### config.mk
export PLATFORM = sky130hd
export DESIGN_NAME = regwr_port_arbiter
export DESIGN_NICKNAME = d
export VERILOG_FILES = /design/src/rtl/regwr_port_arbiter.sv
export SDC_FILE = /design/constraint.sdc
export NUM_CORES = 1
export LEC_CHECK = 0
export BUFFER_PORTS_ARGS = -buffer_cell sky130_fd_sc_hd__buf_2
export CORE_UTILIZATION = 48
export DETAILED_ROUTE_END_ITERATION = 10
export GPL_ROUTABILITY_DRIVEN = 0
export HOLD_SLACK_MARGIN = 0.12
export PLACE_DENSITY = 0.82
export SLEW_MARGIN = 10
export SYNTH_ARGS = -nofsm -noshare
export SYNTH_HDL_FRONTEND = slang
export SYNTH_SLANG_ARGS = --single-unit
### constraint.sdc
create_clock -name clk -period 4.7 [get_ports clk]
set_clock_uncertainty 0.15 [all_clocks]
set_input_delay 0.235 -clock clk [delete_from_list [all_inputs] [get_ports clk]]
set_output_delay 0.235 -clock clk [all_outputs]
set_load 0.03 [all_outputs]
### src/rtl/regwr_port_arbiter.sv
// regwr_port_arbiter
//   Shares the single register-file write port between the ALU writeback
//   path (req0, rd destination) and the load writeback path (req1, rt
//   destination). At most one requester is granted per cycle. Ties are
//   broken round-robin. The granted write is presented one cycle later as a
//   registered command. Writes to register 0 are accepted but not enabled.
//
// Ports
//   clk, rst_n        clock (rising edge), asynchronous active-low reset
//   stall             pipeline stall, blocks all grants in the same cycle
//   reqN_valid/addr/data  write request from requester N
//   reqN_ready        combinational grant to requester N
//   mux_sel           registered destination-mux select (0 = req0, 1 = req1)
//   wr_en/addr/data   registered register-file write command
//   contention_cnt    saturating count of unstalled cycles with both valid
module regwr_port_arbiter #(
  parameter int AW = 5,
  parameter int DW = 32,
  parameter int CW = 8
) (
  input  logic          clk,
  input  logic          rst_n,
  input  logic          stall,
  input  logic          req0_valid,
  input  logic [AW-1:0] req0_addr,
  input  logic [DW-1:0] req0_data,
  output logic          req0_ready,
  input  logic          req1_valid,
  input  logic [AW-1:0] req1_addr,
  input  logic [DW-1:0] req1_data,
  output logic          req1_ready,
  output logic          mux_sel,
  output logic          wr_en,
  output logic [AW-1:0] wr_addr,
  output logic [DW-1:0] wr_data,
  output logic [CW-1:0] contention_cnt
);

  typedef enum logic {FAV0 = 1'b0, FAV1 = 1'b1} prio_t;

  prio_t prio, prio_nxt;

  logic          grant0_p0, grant1_p0, xfer_p0, both_p0;
  logic          sel_p0;
  logic [AW-1:0] addr_p0;
  logic [DW-1:0] data_p0;

  logic          mux_sel_p1, wr_en_p1;
  logic [AW-1:0] wr_addr_p1;
  logic [DW-1:0] wr_data_p1;
  logic [CW-1:0] cnt_p1;

  function automatic logic [CW-1:0] sat_inc(input logic [CW-1:0] c);
    return (&c) ? c : c + CW'(1);
  endfunction

  // ---- stage p0: combinational grant and pointer next-state ----
  // rst_n gates the grants so that neither ready asserts while in reset.
  always_comb begin
    grant0_p0 = 1'b0;
    grant1_p0 = 1'b0;
    prio_nxt  = prio;
    if (rst_n && !stall) begin
      if (req0_valid && (!req1_valid || prio == FAV0)) grant0_p0 = 1'b1;
      else if (req1_valid)                              grant1_p0 = 1'b1;
    end
    if (grant0_p0)      prio_nxt = FAV1;
    else if (grant1_p0) prio_nxt = FAV0;
  end

  assign req0_ready = grant0_p0;
  assign req1_ready = grant1_p0;
  assign xfer_p0    = grant0_p0 | grant1_p0;
  assign both_p0    = req0_valid & req1_valid & ~stall;
  assign sel_p0     = grant1_p0;
  assign addr_p0    = grant1_p0 ? req1_addr : req0_addr;
  assign data_p0    = grant1_p0 ? req1_data : req0_data;

  always_ff @(posedge clk or negedge rst_n) begin
    if (!rst_n) prio <= FAV0;
    else        prio <= prio_nxt;
  end

  // ---- stage p1: registered write command and contention counter ----
  always_ff @(posedge clk or negedge rst_n) begin
    if (!rst_n) begin
      mux_sel_p1 <= 1'b0;
      wr_en_p1   <= 1'b0;
      wr_addr_p1 <= '0;
      wr_data_p1 <= '0;
      cnt_p1     <= '0;
    end else begin
      wr_en_p1 <= xfer_p0 & (addr_p0 != '0);
      if (xfer_p0) begin
        mux_sel_p1 <= sel_p0;
        wr_addr_p1 <= addr_p0;
        wr_data_p1 <= data_p0;
      end
      if (both_p0) cnt_p1 <= sat_inc(cnt_p1);
    end
  end

  assign mux_sel        = mux_sel_p1;
  assign wr_en          = wr_en_p1;
  assign wr_addr        = wr_addr_p1;
  assign wr_data        = wr_data_p1;
  assign contention_cnt = cnt_p1;

endmodule
After elaboration in Yosys (flattened, before gate mapping)
Cells that the tools add are included.
Cells by class
  add/subtract/negate cells: 1
  multiplexer cells: 9
  bitwise gates (word level): 7
  reduce and logical (&&, ||, !) cells: 9
Operators with widths (count)
  2-to-1 mux 32 bit: 1
  adder 8 x 1 -> 8 bit (second input constant): 1
  AND reduction 8 bit: 1
  2-to-1 mux 1 bit: 7
  2-to-1 mux 5 bit: 1
  nonzero test 5 bit: 1
  bitwise AND 1 bit: 3
  NOT 1 bit: 3
  logical AND 1 bit: 2
  zero test 1 bit: 2
  AND reduction 2 bit: 1
  nonzero test 2 bit: 1
  logical OR 1 bit: 1
  OR 1 bit: 1
Storage, ports and cells
  register bits: 48
  input bits: 79
  logic and storage cells: 32

Longest topological paths before layout
  depth after elaboration: 8
  gate-level depth with buffers: 6
  depth with buffers taken out: 4

Least setup slack after synthesis
Ideal clock, no wire load.
  path kind: reg2reg
  start point: register cnt_p1[0], in the netlist contention_cnt[0]
  end point: register cnt_p1[1], in the netlist contention_cnt[1]
  library setup time: 0.125 ns
  arrival time: 1.655 ns
  required time: 4.425 ns
  setup slack: 2.770 ns
  cell stages (with the launch flop): 5
  clock period less this slack: 1.930 ns
  cell sequence: dfrtp_1 > ha_1 > nand4_1 > o21ai_0 > mux2_2
Between the ends
  word-level cells in the longest chain between the ends: 3
RTL lines
  start: declaration: RTL line 51  | logic [CW-1:0] cnt_p1;
  start signal: assignment: RTL line 99  | if (both_p0) cnt_p1 <= sat_inc(cnt_p1);
  parallel branches: the longest is 3 deep, another holds adder 8 x 1 -> 8 bit
Several ways; the timed one is not identified.
A chain may end at the register's enable or synchronous reset.

Final worst setup path
  start point: input port rst_n
  end point: output port req0_ready
Between the ends
  word-level cells in the longest chain between the ends: 2
RTL lines
  start: declaration: RTL line 22  | input logic rst_n,
  logical AND 1 bit: RTL line 63  | if (rst_n && !stall) begin
  2-to-1 mux 1 bit: RTL line 63
  end: declaration: RTL line 27  | output logic req0_ready,
No other way between the ends.

==> results_dict.tcl <==
set metrics [dict create \
    place_area_um2 2970 \
    min_period_over_period_pct 60.6 \
    clock_latency_ps 290 \
    rows 25 \
    fin_crit_ps 2850 \
    grt_max_degree 51 \
    clock-sinks 48 \
    rsz0062_at_grt "no" \
    synth_top_area_share_pct 51.4 \
    regArea_um2 1200 \
    core_area_um2 4690 \
    synth_seq_cells 48 \
    p_clk_share_pct 16.8 \
    synth_area_um2 2340 \
    numPortBuffers 127 \
    cp-end-kind "output pin" \
    cts_tree "yes" \
    io-pin-count 128 \
    final_util_pct 72.8 \
    via_per_inst 5.63 \
    wire_per_inst_um 16.4 \
    grt_pass1_wl_mm 10.1 \
    synth_area_leaders "dfrtp_1 (51%), a221o_1 (14%), nor3b_1 (10%), buf_6 (2.4%), mux2_2 (1.9%)" \
    grt_pass1_vias 2179 \
    drt_iter0_markers 110 \
    syn_avg_cell_area_um2 12.0 \
    synthesis.nets 274 \
    ys_seq_area_share_pct 51.4 \
    cp.arrival_ps 2460 \
    vias 2282 \
    maxCapViolCount 0 \
    dieArea_um2 5150 \
    peakVddDrop_v 0.000220 \
    detailed_place_hpwl_mm 4.29 \
    die_h_um 71.8 \
    first_pass_iters 4 \
    fin_setup_tns_ps 0 \
    timing.fmax_mhz 351 \
    yosysWarnings 0 \
    htreeDepth 2 \
    cts_buffers 5 \
    grt_usage_pct 25.3 \
    p_seq_share_pct 44.1 \
    ctsRootBufferMaster "clkbuf_8" \
    p_int_uw 789 \
    syn_inst 194 \
    wl_mm 6.63 \
    worstMarginPinSlew_ps 670 \
    gr-total-overflow 0 \
    crit_type "in2out" \
    drv_slew 0 \
    setup_slack_ps 1850 \
    drc 0 \
    power.leakage_nw 1.68 \
    p_per_area_nw_per_um2 375 \
    status "complete, no violations" \
    nNetsFinal 433 \
    path_clk_slew_ps 80 \
    netSwitchingFraction_pct 38.4 \
    hp-class "in2reg" \
    cts_resized 0 \
    critPathMaxFanout 50 \
    syn2layout_area_growth_pct 46.1 \
    p_comb_share_pct 39.1 \
    synth_top_cell_by_area "dfrtp_1" \
    fillers 362 \
    yosysUniqueCellTypes 36 \
    dpl_worst_slack_ps 2420 \
    multi_input_area_um2 1010 \
    required_ps 4320 \
    drive_gt1_share_pct 41.0 \
    critPathLaunchType "primary input" \
    n_antenna_cell 0 \
    final_cell_area_um2 3420 \
    start_util_pct 49.8 \
    finalHoldViolations 0 \
    max-slew-margin-rel_pct 55.3 \
    power.total_mw 1.28 \
    ant_nets 0 \
    p_switching_uw 491 \
    clk_path_buf_depth 2 \
    die_x_um 71.8 \
    grt_antenna_before_repair 0 \
    setup-violations-final 0 \
]
power by group through the flow:
stage / clock, mW / combinational [mW] / sequential (mW)
after CTS: 0.220 / 0.499 / 0.564
after global routing: 0.233 / 0.529 / 0.576
final: 0.215 / 0.500 / 0.565
after detailed placement: 0 / 0.475 / 0.570
after floorplan: 0 / 0.147 / 0.735
after global placement: 0 / 0.466 / 0.567
final cells by class:
type | instances | area share (%)
Clock buffer | 5 | 2.01
Multi-Input combinational cell | 123 | 29.5
Inverter | 5 | 0.549
Timing Repair Buffer | 170 | 30.8
Tap cell | 54 | 1.98
Sequential cell | 48 | 35.2
cells in the mapped netlist:
library cell / instances
and2_1: 2
nand3b_1: 1
a311oi_1: 1
a21o_1: 1
buf_6: 5
o21ai_1: 1
a2111oi_0: 5
a211o_1: 5
and3_1: 2
ha_1: 1
nor2b_2: 1
o2111ai_1: 2
buf_4: 1
mux2_2: 4
clkbuf_1: 7
a211oi_1: 1
o211ai_1: 1
a221o_1: 32
o21ai_0: 1
nor2_1: 4
nand2b_4: 1
nor3b_1: 32
nand3_1: 1
nand4b_1: 1
or4_1: 2
buf_2: 5
inv_1: 5
xnor2_1: 4
o21a_1: 5
nand2_1: 3
nand4_1: 3
nand2b_1: 2
dfrtp_1: 48
nor3_1: 1
a21oi_1: 2
and3b_1: 1
cell families after synthesis:
group,count (synthesis),synth area share (%)
AO/OA/AOI/OAI,57,22.0
AND/OR/NAND/NOR,57,16.9
flip-flops,48,51.4
buffers and inverters,23,5.73
XOR/XNOR,4,1.50
multiplexers,4,1.93
adder cells (fa/ha/maj),1,0.535
through the flow:
step / std cells / hold slack, ps
CTS: 405 / 182
finish: 405 / 187
global placement: 362 / 225
detailed placement: 362 / 232
floorplan: 194 / -211
global route: 405 / 190
critical path, cell delays in order:
cell           delay, ps
dlygate4sd3_1        530
buf_2                110
buf_4                490
nand3b_1             390
buf_4                340
nor2_1               120
buf_2                210
path summary, 6_finish.rpt:
| path | startpoint | endpoint | slack [ps] | depth (start not counted) |
|---|---|---|---|---|
| worst max register to register | prio$_DFFE_PN0P_ | wr_data[11]$_DFFE_PN0P_ | 2770 | 4 |
| worst min-delay path | req0_data[30] | wr_data[30]$_DFFE_PN0P_ | 190 | 3 |
| min in group asynchronous | rst_n | wr_data[31]$_DFFE_PN0P_ | 430 | 3 |
| worst min register to register | mux_sel$_DFFE_PN0P_ | mux_sel$_DFFE_PN0P_ | 340 | 1 |
| max in group asynchronous | rst_n | wr_addr[4]$_DFFE_PN0P_ | 3530 | 3 |
| worst max-delay path | rst_n | req0_ready | 1850 | 7 |
metal layers:
| layer | part of all wire (%) | global-route usage [%] | vias up |
|---|---|---|---|
| li1 | - | - | 1074 |
| met1 | 42 | 31.1 | 1099 |
| met2 | 52 | 44.5 | 94 |
| met3 | 3.8 | 4.08 | 15 |
| met4 | 2.1 | 9.80 | 0 |
| met5 | 0 | 0 | - |
placed cells by master, fill, tap and decap left out, drive strengths merged, types with 3 or more instances in the layout:
cell,count
a211o,5
xnor2,4
inv,5
buf,132
nor3b,32
clkbuf,5
dfrtp,48
nor2,4
nand2b,3
nand4,3
nand2,3
a2111oi,5
dlygate4sd3,38
o21a,5
mux2,4
a221o,32
flip-flops by register name (all words and copies together) (netlist names):
signal          count
wr_data            32
mux_sel             1
wr_en               1
prio                1
wr_addr             5
contention_cnt      8
repair_timing:
item                      4_1_cts  5_1_grt
setup buffers                   0        0
hold buffers                   38        0
hold endpoints to repair       85        0
Note: power is estimated with default switching activity, not from simulation.
